## config.mk

```make
export PLATFORM = sky130hd
export DESIGN_NAME = ysyx_22050535_lsu
export DESIGN_NICKNAME = d
export VERILOG_FILES = /design/src/rtl/ysyx_22050535_lsu.sv
export SDC_FILE = /design/constraint.sdc
export NUM_CORES = 1
export LEC_CHECK = 0
export CORE_UTILIZATION = 45
export DETAILED_ROUTE_END_ITERATION = 8
export PLACE_DENSITY = 0.75
export SLEW_MARGIN = 5
export SYNTH_ARGS = -nofsm -noshare
export SYNTH_HDL_FRONTEND = slang
export SYNTH_SLANG_ARGS = --single-unit
```

## constraint.sdc

```tcl
create_clock -name clk -period 2.8 [get_ports clk]
set_input_delay 0.56 -clock clk [delete_from_list [all_inputs] [get_ports clk]]
set_output_delay 0.56 -clock clk [all_outputs]
set_load 0.02 [all_outputs]
```

## src/rtl/ysyx_22050535_lsu.sv

```systemverilog
// Load/store unit sitting between the execute stage and write-back.
//
// Accepts one op at a time from the execute stage. Loads and stores run a
// request/response transaction on the data-memory bus. All other ops pass the
// execute result straight through. The formatted result goes to the WBU over
// a valid/ready handshake.
//
// Ports:
//   clk, rst            clock, synchronous active-high reset
//   in_*                upstream op: valid/ready, opcode, func3, addr, wdata, rd
//   out_*               write-back bundle: valid/ready, result, rd, wen, fault
//   mem_req_*           bus request: valid/ready, wen, word address, lane data, mask
//   mem_resp_valid      one-cycle read-data / write-ack pulse
//   mem_rdata           read data word
module ysyx_22050535_lsu #(
  parameter int unsigned DATA_WIDTH     = 32,
  parameter int unsigned TIMEOUT_CYCLES = 255
) (
  input  logic                  clk,
  input  logic                  rst,
  input  logic                  in_valid,
  output logic                  in_ready,
  input  logic [6:0]            in_opcode,
  input  logic [2:0]            in_func3,
  input  logic [DATA_WIDTH-1:0] in_addr,
  input  logic [DATA_WIDTH-1:0] in_wdata,
  input  logic [4:0]            in_rd,
  output logic                  out_valid,
  input  logic                  out_ready,
  output logic [DATA_WIDTH-1:0] out_result,
  output logic [4:0]            out_rd,
  output logic                  out_wen,
  output logic                  out_fault,
  output logic                  mem_req_valid,
  input  logic                  mem_req_ready,
  output logic                  mem_wen,
  output logic [DATA_WIDTH-1:0] mem_addr,
  output logic [DATA_WIDTH-1:0] mem_wdata,
  output logic [3:0]            mem_wmask,
  input  logic                  mem_resp_valid,
  input  logic [DATA_WIDTH-1:0] mem_rdata
);

  localparam logic [6:0]  OpLoad   = 7'b0000011;
  localparam logic [6:0]  OpStore  = 7'b0100011;
  localparam logic [6:0]  OpBranch = 7'b1100011;
  // Last WAIT cycle index before a timeout fault is raised.
  localparam logic [31:0] LastCnt  = 32'(TIMEOUT_CYCLES - 1);

  typedef enum logic [1:0] {StIdle, StReq, StWait, StDone} state_e;

  state_e                state_q, state_d;
  logic [31:0]           cnt_q, cnt_d;
  logic [2:0]            func3_q;
  logic [DATA_WIDTH-1:0] addr_q, wdata_q;
  logic [4:0]            rd_q;
  logic                  store_q;
  logic [DATA_WIDTH-1:0] result_q, result_d;
  logic                  wen_q, wen_d;
  logic                  fault_q, fault_d;

  // Decode of the incoming op, used only on the acceptance cycle.
  logic in_is_load, in_is_store, in_legal, in_aligned, accept;

  always_comb begin
    in_is_load  = (in_opcode == OpLoad);
    in_is_store = (in_opcode == OpStore);
    in_legal    = 1'b0;
    if (in_is_load) begin
      in_legal = (in_func3 == 3'b000) || (in_func3 == 3'b001) || (in_func3 == 3'b010) ||
                 (in_func3 == 3'b100) || (in_func3 == 3'b101);
    end else if (in_is_store) begin
      in_legal = (in_func3 == 3'b000) || (in_func3 == 3'b001) || (in_func3 == 3'b010);
    end
    // func3[1:0] encodes the access size for every legal load/store width.
    unique case (in_func3[1:0])
      2'b01:   in_aligned = (in_addr[0] == 1'b0);
      2'b10:   in_aligned = (in_addr[1:0] == 2'b00);
      default: in_aligned = 1'b1;
    endcase
    accept = (state_q == StIdle) && in_valid;
  end

  // Lane shift for the latched address.
  logic [4:0]            sh;
  logic [DATA_WIDTH-1:0] rd_shifted, load_fmt, st_wdata;
  logic [3:0]            st_mask;

  always_comb begin
    sh         = {addr_q[1:0], 3'b000};
    rd_shifted = mem_rdata >> sh;
    unique case (func3_q)
      3'b000:  load_fmt = {{(DATA_WIDTH-8){rd_shifted[7]}}, rd_shifted[7:0]};
      3'b001:  load_fmt = {{(DATA_WIDTH-16){rd_shifted[15]}}, rd_shifted[15:0]};
      3'b100:  load_fmt = {{(DATA_WIDTH-8){1'b0}}, rd_shifted[7:0]};
      3'b101:  load_fmt = {{(DATA_WIDTH-16){1'b0}}, rd_shifted[15:0]};
      default: load_fmt = rd_shifted;
    endcase
    unique case (func3_q[1:0])
      2'b00: begin
        st_wdata = {{(DATA_WIDTH-8){1'b0}}, wdata_q[7:0]} << sh;
        st_mask  = 4'b0001 << addr_q[1:0];
      end
      2'b01: begin
        st_wdata = {{(DATA_WIDTH-16){1'b0}}, wdata_q[15:0]} << sh;
        st_mask  = 4'b0011 << addr_q[1:0];
      end
      default: begin
        st_wdata = wdata_q;
        st_mask  = 4'b1111;
      end
    endcase
  end

  // Next-state and write-back bundle.
  always_comb begin
    state_d  = state_q;
    cnt_d    = cnt_q;
    result_d = result_q;
    wen_d    = wen_q;
    fault_d  = fault_q;
    unique case (state_q)
      StIdle: begin
        if (in_valid) begin
          if (in_is_load || in_is_store) begin
            if (in_legal && in_aligned) begin
              state_d = StReq;
            end else begin
              state_d  = StDone;
              result_d = '0;
              wen_d    = 1'b0;
              fault_d  = 1'b1;
            end
          end else begin
            state_d  = StDone;
            result_d = in_addr;
            wen_d    = (in_opcode != OpBranch);
            fault_d  = 1'b0;
          end
        end
      end
      StReq: begin
        if (mem_req_ready) begin
          state_d = StWait;
          cnt_d   = '0;
        end
      end
      StWait: begin
        // A response arriving on the timeout cycle still wins.
        if (mem_resp_valid) begin
          state_d = StDone;
          fault_d = 1'b0;
          if (store_q) begin
            result_d = '0;
            wen_d    = 1'b0;
          end else begin
            result_d = load_fmt;
            wen_d    = (rd_q != 5'd0);
          end
        end else if (cnt_q >= LastCnt) begin
          state_d  = StDone;
          result_d = '0;
          wen_d    = 1'b0;
          fault_d  = 1'b1;
        end else begin
          cnt_d = cnt_q + 32'd1;
        end
      end
      StDone: begin
        if (out_ready) begin
          state_d = StIdle;
        end
      end
      default: state_d = StIdle;
    endcase
  end

  always_ff @(posedge clk) begin
    if (rst) begin
      state_q  <= StIdle;
      cnt_q    <= '0;
      func3_q  <= '0;
      addr_q   <= '0;
      wdata_q  <= '0;
      rd_q     <= '0;
      store_q  <= 1'b0;
      result_q <= '0;
      wen_q    <= 1'b0;
      fault_q  <= 1'b0;
    end else begin
      state_q  <= state_d;
      cnt_q    <= cnt_d;
      result_q <= result_d;
      wen_q    <= wen_d;
      fault_q  <= fault_d;
      if (accept) begin
        func3_q <= in_func3;
        addr_q  <= in_addr;
        wdata_q <= in_wdata;
        rd_q    <= in_rd;
        store_q <= in_is_store;
      end
    end
  end

  // Bus fields are only driven while a request is pending.
  always_comb begin
    in_ready      = (state_q == StIdle);
    mem_req_valid = (state_q == StReq);
    mem_wen       = mem_req_valid && store_q;
    mem_addr      = mem_req_valid ? {addr_q[DATA_WIDTH-1:2], 2'b00} : '0;
    mem_wdata     = mem_wen ? st_wdata : '0;
    mem_wmask     = mem_wen ? st_mask : 4'b0000;
    out_valid     = (state_q == StDone);
    out_result    = result_q;
    out_rd        = rd_q;
    out_wen       = wen_q;
    out_fault     = fault_q;
  end

endmodule

```

Word-level counts from Yosys, hierarchy flattened
Cells that the tools add are included.
{"block": "totals", "register_bits": 141, "latchBits": 0, "ram_bits": 0, "mem_bits_ro": 0, "input_bits": 117, "output_inout_bits": 111, "elab_cells": 101, "n_memories": 0}
{"block": "op_classes", "addsub": 1, "n_mul": 0, "div_mod_pow": 0, "magnitude_cmp": 1, "eq_ne": 23, "n_shift": 5, "muxes": 41, "n_bitwise": 1, "reduce_logical": 19}
{"op": "$mux 32", "n": 11}
{"op": "$pmux 32 s2", "n": 3}
{"op": "$pmux 32 s4", "n": 1}
{"op": "$add 32x1->32 const B", "n": 1}
{"op": "$ge 32x8->1 const B", "n": 1}
{"op": "$shl 16x5->32", "n": 1}
{"op": "$shl 8x5->32", "n": 1}
{"op": "$shr 32x5->32", "n": 1}
{"op": "$mux 2", "n": 7}
{"op": "$mux 1", "n": 13}
{"op": "$eq 3x3->1 const B", "n": 4}
{"op": "$reduce_and 4->1", "n": 3}
{"op": "$pmux 2 s4", "n": 1}
{"op": "$pmux 4 s2", "n": 1}
{"op": "$eq 7x2->1 const B", "n": 1}
{"op": "$eq 7x6->1 const B", "n": 1}
{"op": "$ne 7x7->1 const B", "n": 1}
{"op": "$eq 2x1->1 const B", "n": 3}
{"op": "$eq 2x2->1 const B", "n": 3}
{"op": "$eq 3x1->1 const B", "n": 2}
{"op": "$logic_not 2->1", "n": 3}
{"op": "$logic_not 3->1", "n": 2}
{"op": "$ne 2x2->1 const B", "n": 3}
{"op": "$ne 3x3->1 const B", "n": 2}
{"op": "11 further kinds", "n": 21}

Logic depth before layout (Yosys ltp)
Gate-level depths: netlist (run 1).
{"block": "depth", "word_depth": 11, "ltp_mapped": 9}

Worst setup path after synthesis (run 1)
No wires, ideal clock.
{"block": "synth_path", "path_kind": "register -> output", "start": "register addr_q[1]", "end": "output port mem_wdata[0]", "t_arrival_ns": 1.915, "required_time_ns": 2.240, "slack_ns": 0.325, "stages_incl_launch_ff": 7, "path_buffers": 3, "path_cell_list": "dfxtp_1 buf_6 buf_2 buf_4 or2_2 a21oi_1 and2_1"}
{"block": "synth_between", "elab_chain_cells": 3}
{"element": "from (decl)", "line_no": "55", "rtl": "logic [DATA_WIDTH-1:0] addr_q, wdata_q;"}
{"element": "from (signal assigned)", "line_no": "198", "rtl": "addr_q <= in_addr;"}
{"element": "$shl 16x5->32 or $shl 8x5->32 (tied branches)", "line_no": "105, 101"}
{"element": "$pmux 32 s2 *", "line_no": "99", "rtl": "unique case (func3_q[1:0])"}
{"element": "$mux 32 *", "line_no": "212", "rtl": "mem_wdata = mem_wen ? st_wdata : '0;"}
{"element": "to (decl)", "line_no": "38", "rtl": "output logic [DATA_WIDTH-1:0] mem_wdata,"}
Mark *: on every way between the ends. The rest lies on a longest branch, timed or not.

Final worst setup path (run 1)
{"block": "layout_path", "start": "register state_q[1]", "end": "output port mem_wdata[25]"}
{"block": "layout_between", "elab_chain_cells": 3}
{"element": "from (decl)", "line_no": "52", "rtl": "state_e state_q, state_d;"}
{"element": "from (signal assigned)", "line_no": "180", "rtl": "state_q <= StIdle;"}
{"element": "from (signal assigned)", "line_no": "191", "rtl": "state_q <= state_d;"}
{"element": "$eq 2x1->1", "line_no": "209", "rtl": "mem_req_valid = (state_q == StReq);"}
{"element": "$logic_and 1x1->1", "line_no": "210", "rtl": "mem_wen = mem_req_valid && store_q;"}
{"element": "$mux 32", "line_no": "212"}
Every way passes these cells.

==> summary.txt, run 1 <==
Final layout
  – Area Overhead vs Synth: 44.03%
  – N_diodes: 0
  – Nets: ~1200
  – Layout Utilization: 0.6699
  – Share of layout cells above drive strength 1: 0.1123
  – Fill count: 1309

Timing
  – Fin. Hold Viols: 0
  – Max_slew headroom: 0.6168
  – Unrepaired setup endpoints after global routing: true
  – Final setup viols: 0
  – Clock Skews: 0.004843 ns
  – Final period util: 0.9643
  – Fmax: ~370 MHz
  – Slew Limit Fails: 0
  – Slew of the pin with the lowest slew margin: between 0.5 and 0.6 ns
  – Hold Slack: between 0.4 and 0.5 ns
  – Post-route setup slack: around 0.10 ns
  – Fin crit period: 2.700 ns
  – Final TNS setup: 0 ns

Floorplanning
  – Number of core rows: between 40 and 50
  – CORE AREA: approximately 15000 µm²
  – I/O Pins: roughly 230
  – Width of the die: about 130 µm
  – Initial Util: 0.4651
  – Die Y: 128.0 µm
  – Total die area: about 16000 µm²

Detailed routing
  – Drt first pass iters: 5
  – Post-DRT Antenna Nets: 0
  – Via count: around 7300
  – # DRC: 0
  – Initial DRC count: 600
  – WL per Instance: 17.94 µm
  – WL final: about 23000 µm
  – Vias/cell: 5.646

Worst setup path
  – CP Buf/Inv Count: 3
  – CP Capture Type: output pin
  – WS Path Type: reg -> out
  – CP Cell Sequence: inv_1, ha_1, nand2_1, nor2_2, buf_4, o211a_1, dlygate4sd2_1
  – Worst EP required: between 2 and 2.5 ns
  – Worst endpoint data arrival time: around 2.1 ns
  – Crit Path Max Fanout: 6
  – CP Launch Type: flip-flop
  – Worst path max stage delay: between 0.3 and 0.4 ns
  – Crit path max-delay family: buffers and inverters
  – Slowest CP cell: dfxtp_1

CTS
  – Num CTS Buffers: 17
  – CTS clk-pin slew, worst paths: 0.06 ns
  – CTS root buffer: clkbuf_16
  – CTS tree: yes
  – Sink Count: 141
  – H-Tree Depth: 4
  – Insertion delay to the later sink of the worst-skew pair: between 0.4 and 0.5 ns
  – Clock Path Buffers: 2
  – CTS hold repair buffers: 0

Global route
  – Initial antenna violation count: 0
  – Vias in the first global route: ~7000
  – Global-route wire length before repair: about 37000 µm
  – Largest net degree at the start of global routing: about 80
  – GRT Total Usage: 0.2867
  – Gr ovfl total: 0

Min path
  – Min-Delay Path Class: reg -> reg

Placement
  – Placer congestion estimate: around 0.84
  – Port bufs: 225
  – HPWL after detailed placement: 16670 µm
  – Post-Place Worst Slack: about 0.072 ns

Power and ir drop
  – P_leak: approximately 4.1 nW
  – Power Internal: 5.780 mW
  – Comb pwr share: 0.445
  – Switching power: about 3.6 mW
  – Peak supply drop: around 0.00060 V
  – Clock Power Share: 0.261
  – Sw frac: 0.3806
  – Pwr dens: between 900 and 1000 nW/µm²
  – Seq pwr share: 0.293

Synth
  – Yosys reg bits: between 100 and 150
  – Register area share after synthesis: 0.3948
  – Number of synthesized flops with an enable pin: 0
  – Post-synth top flop: dfxtp_1
  – Synth area leader: dfxtp_1
  – Syn. warnings: 0
  – Mapped cell area: between 7000 and 8000 µm²
  – Cell with the most instances after synthesis: nand2_1
  – Synth top area share: 0.3948
  – Distinct cell type count after synthesis: 64
  – Top cells by area, synth: dfxtp_1, nand2_1, a21oi_1
  – Ys async rst share: 0
  – Synth Area per Inst: ~8.4 µm²
  – Synthesized netlist cell count: approximately 860
  – Top cells by count, synth: nand2_1, dfxtp_1, a21oi_1, and2_1, clkbuf_1

Status
  – Outcome: complete, no violations

Job
  – Max-cap viol count: 0
-- layout make-up --
| type | instances | area [µm²] | share of cell area |
|---|---|---|---|
| tap | 211 | 264.0 | 0.02564 |
| sequential | 141 | 2824 | 0.2742 |
| inverter | 27 | 101.3 | 0.009842 |
| timing repair buffer | 258 | 2550 | 0.2476 |
| clock inverter | 11 | 162.7 | 0.01580 |
| multi-input combinational | 619 | 3915 | 0.3802 |
| clock buffer | 21 | 480.5 | 0.04666 |
-- power by group through the flow --
stage / clock network [mW] / logic [mW] / registers (mW)
global placement: 0 / 4.09 / 2.77
detailed placement: 0 / 4.14 / 2.78
floorplan: 0 / 2.34 / 2.97
global route: 2.57 / 4.49 / 2.78
CTS: 2.47 / 4.16 / 2.74
finish: 2.44 / 4.16 / 2.74
-- sequential cells by signal (all words and copies together) (netlist names) --
register / count
addr_q: 32
out_wen: 1
out_result: 32
state_q: 2
store_q: 1
out_rd: 5
wdata_q: 32
func3_q: 3
out_fault: 1
cnt_q: 32
-- layout by cell type (no fill, tap or decap), drive strengths merged, types with 17 or more instances in the layout --
cell type	count
a22oi	26
o21ai	23
clkbuf	24
inv	27
o211a	17
clkdlybuf4s50	187
a31oi	24
dlygate4sd2	29
nand2	168
a21oi	92
nor2	26
buf	34
dfxtp	141
a221oi	24
and2	54
-- per-stage QoR --
| step | instances | power, mW | area, µm² |
|---|---|---|---|
| detailed placement | 1256 | 6.919 | 9686 |
| floorplan | 857 | 5.308 | 7153 |
| finish | 1288 | 9.333 | 10300 |
| CTS | 1288 | 9.361 | 10300 |
| global placement | 1256 | 6.852 | 9686 |
| global route | 1288 | 9.841 | 10300 |
-- timing repair --
action | CTS | global route
setup buffers | 0 | 0
setup endpoints to repair | 35 | 16
gates resized for setup | 35 | 11
-- per-layer routing --
| metal | GRT usage | share of wire |
|---|---|---|
| met2 | 0.4578 | 0.46 |
| met1 | 0.3623 | 0.42 |
| met5 | 0 | 0 |
| met3 | 0.07596 | 0.092 |
| met4 | 0.1294 | 0.032 |
-- cell families after synthesis --
kind of cell,Yosys count,share of synthesized area
DFF,141,0.3948
muxes,19,0.03203
adders and majority gates,9,0.01575
other,1,0.0005245
AOI/OAI and AO/OA,263,0.2697
and+or+nand+nor,326,0.2277
buffers and inverters,97,0.05950
-- final timing paths --
check,from,to,slack [ns],cells after the start
worst max register to register,addr_q[1]$_SDFFE_PP0P_,out_result[8]$_SDFFE_PP0P_,0.52,6
worst max-delay path,state_q[1]$_SDFFE_PP0P_,mem_wdata[25],0.1,7
worst min-delay path,addr_q[6]$_SDFFE_PP0P_,addr_q[6]$_SDFFE_PP0P_,0.45,2
worst min register to register,addr_q[6]$_SDFFE_PP0P_,addr_q[6]$_SDFFE_PP0P_,0.45,2
-- worst register-to-register path, cell delays in order (launching register included) --
cell      delay, ns
dfxtp_1        0.36
buf_4          0.35
mux4_1         0.64
nand3b_1       0.26
o21ai_0        0.19
a22oi_1        0.25
a211oi_2       0.11
Power figures use the tool's default switching activity.
==> run 2: changes to the inputs <==
- CTS_BUF_LIST: default -> sky130_fd_sc_hd__clkbuf_8
==> run 2 against run 1 <==
Net effect: routed wire length increased by 0.59%; hold slack improved by 0.0014 ns; combinational power about the same; clock power decreased by 24%; critical path depth decreased by 2; via count decreased by 0.34%; die area unchanged; largest cell class unchanged; largest power group unchanged.
==> summary.txt, run 2 (synthesized netlist as in run 1, its figures left out) <==
Detailed routing
  – Initial DRC count: 671 (was 600)
  – Via count: 7247 (was 7272)
  – WL final: 23240 µm (was 23110 µm)
  – Vias/cell: 5.627 (was 5.646)
  – WL per Instance: 18.05 µm (was 17.94 µm)
  – # DRC: 0 (unchanged)
  – Drt first pass iters: 5 (unchanged)
  – Post-DRT Antenna Nets: 0 (unchanged)

Global route
  – Initial antenna violation count: 0 (unchanged)
  – Gr ovfl total: 0 (unchanged)
  – GRT Total Usage: 0.2865 (was 0.2867)
  – Global-route wire length before repair: 36520 µm (was 36580 µm)
  – Vias in the first global route: 6898 (was 6927)
  – Largest net degree at the start of global routing: 79 (unchanged)

Placement
  – HPWL after detailed placement: 16670 µm (unchanged)
  – Placed cells: 1256 (unchanged)
  – Area after DPL: 9686 µm² (unchanged)
  – Placer congestion estimate: 0.8357 (unchanged)
  – Port bufs: 225 (unchanged)

Min path
  – Min-Delay Path Class: reg -> reg (unchanged)
  – Hold path cells: 2 (unchanged)

Power and ir drop
  – Peak supply drop: 0.0004087 V (was 0.0006018 V)
  – Pwr dens: 862.5 nW/µm² (was 906.3 nW/µm²)
  – P_leak: 4.333 nW (was 4.148 nW)

Final layout
  – N_diodes: 0 (unchanged)
  – Nets: 1190 (unchanged)
  – Area Overhead vs Synth: 42.02% (was 44.03%)
  – Post-route cell area: 10150 µm² (was 10300 µm²)
  – Fin cells: 1288 (unchanged)
  – Most frequent cells in the layout: clkdlybuf4s50_1, nand2_1, dfxtp_1, a21oi_1, and2_1 (unchanged)
  – Share of layout cells above drive strength 1: 0.1170 (was 0.1123)
  – Commonest non-fill, non-tap cell in the layout: clkdlybuf4s50_1 (unchanged)
  – Layout Utilization: 0.6606 (was 0.6699)

CTS
  – CTS clk-pin slew, worst paths: 0.07 ns (was 0.06 ns)
  – Insertion delay to the later sink of the worst-skew pair: 0.46 ns (was 0.42 ns)
  – H-Tree Depth: 4 (unchanged)
  – CTS root buffer: clkbuf_8 (was clkbuf_16)
  – Clock Path Buffers: 2 (unchanged)
  – Sink Count: 141 (unchanged)
  – # Post-CTS Setup Buffers: 0 (unchanged)
  – CTS tree: yes (unchanged)
  – Num CTS Buffers: 17 (unchanged)

Floorplanning
  – CORE AREA: 15370 µm² (unchanged)
  – Total die area: 16400 µm² (unchanged)
  – Width of the die: 128.0 µm (unchanged)
  – Initial Util: 0.4651 (unchanged)
  – Die Y: 128.0 µm (unchanged)
  – Number of core rows: 45 (unchanged)
  – I/O Pins: 228 (unchanged)

Worst setup path
  – Worst endpoint data arrival time: 2.10 ns (was 2.14 ns)
  – CP Capture Type: output pin (unchanged)
  – Crit Path Max Fanout: 32 (was 6)
  – WS Path Type: reg -> out (unchanged)
  – Worst EP required: 2.24 ns (about the same)
  – Crit path max-delay family: buffers and inverters (unchanged)
  – CP Cell Sequence: inv_1, ha_2, buf_8, and2_1, clkdlybuf4s50_1 (was inv_1, ha_1, nand2_1, nor2_2, buf_4, o211a_1, dlygate4sd2_1)
  – Reg2Reg Depth: 6 (unchanged)
  – CP Launch Type: flip-flop (unchanged)
  – Worst path max stage delay: 0.59 ns (was 0.33 ns)
  – CP Buf/Inv Count: 3 (unchanged)
  – Stages on the worst setup path: 5 (was 7)
  – Slowest CP cell: clkdlybuf4s50_1 (was dfxtp_1)

Timing
  – Final setup viols: 0 (unchanged)
  – Final period util: 0.9512 (was 0.9643)
  – Fmax: 375.4 MHz (was 370.4 MHz)
  – Max_slew headroom: 0.6010 (was 0.6168)
  – Unrepaired setup endpoints after global routing: false (was true)
  – Slew Limit Fails: 0 (unchanged)
  – Fin crit period: 2.663 ns (was 2.700 ns)
  – Slew of the pin with the lowest slew margin: 0.5932 ns (was 0.5697 ns)
  – Clock Skews: 0.007872 ns (was 0.004843 ns)
  – Fin. Hold Viols: 0 (unchanged)

Status
  – Outcome: complete, no violations (unchanged)

Job
  – Max-cap viol count: 0 (unchanged)
## run 2: cell types whose count changed in the layout (fill, tap and decap cells not counted), moves of 3 or more
cell,previous run,this run
clkbuf_2,3,6
dlymetal6s2s_1,5,21
clkbuf_8,4,21
dlygate4sd2_1,29,22
clkbuf_16,17,0
clkdlybuf4s50_1,187,168
clkdlybuf4s15_1,0,7
## run 2: final cells by class
type	instances	area (µm²)
well taps	211	264.0
flip-flops and latches	141	2824
fillers	1334	5218
clock buffers	21	289.0
clock inverters	11	162.7
multi-input cells	619	3925
repair buffers	258	2587
inverters	27	101.3
## run 2: power by group
| part | switching (mW) | total, mW | internal [mW] |
|---|---|---|---|
| Sequential | 0.301 | 2.73 | 2.43 |
| Clock | 0.795 | 1.85 | 1.06 |
| Combinational | 2.40 | 4.17 | 1.77 |
| Total | 3.50 | 8.76 | 5.26 |
## run 2: final timing paths
path         slack (ns)                    endpoint                     from
max                0.14                mem_addr[17]  state_q[1]$_SDFFE_PP0P_
min                0.45      addr_q[3]$_SDFFE_PP0P_   addr_q[3]$_SDFFE_PP0P_
max reg2reg        0.52  out_result[8]$_SDFFE_PP0P_   addr_q[1]$_SDFFE_PP0P_
min reg2reg        0.45      addr_q[3]$_SDFFE_PP0P_   addr_q[3]$_SDFFE_PP0P_
## run 2: repair_timing
item                                    4_1_cts  5_1_grt
resized for setup                            38       44
hold buffers                                  0        0
endpoints found under the setup margin       48       48
## run 2: layer usage
layer / wire [µm] / GRT usage / vias up / part of all wire
li1: - / - / 3475 / -
met1: 9673 / 0.3587 / 3380 / 0.42
met2: 10870 / 0.4703 / 354 / 0.47
met3: 2196 / 0.08765 / 38 / 0.094
met4: 505 / 0.09135 / 0 / 0.022
met5: 0 / 0 / - / 0
## run 2: tightest hold or removal path, stage by stage, from the launching register on
cell     delay [ns]
dfxtp_1        0.31
nand2_1        0.05
a21oi_1        0.05
## run 2: stage by stage
stage,total power [mW],setup WS [ns],TNS (ns),hold WS [ns]
floorplan,5.308,0.3246,0,0.4305
global placement,6.852,0.1999,0,0.4373
detailed placement,6.919,0.07228,0,0.4427
CTS,8.764,-0.02299,-0.02299,0.4531
global route,9.256,0.01765,0,0.4695
finish,8.757,0.1365,0,0.4510
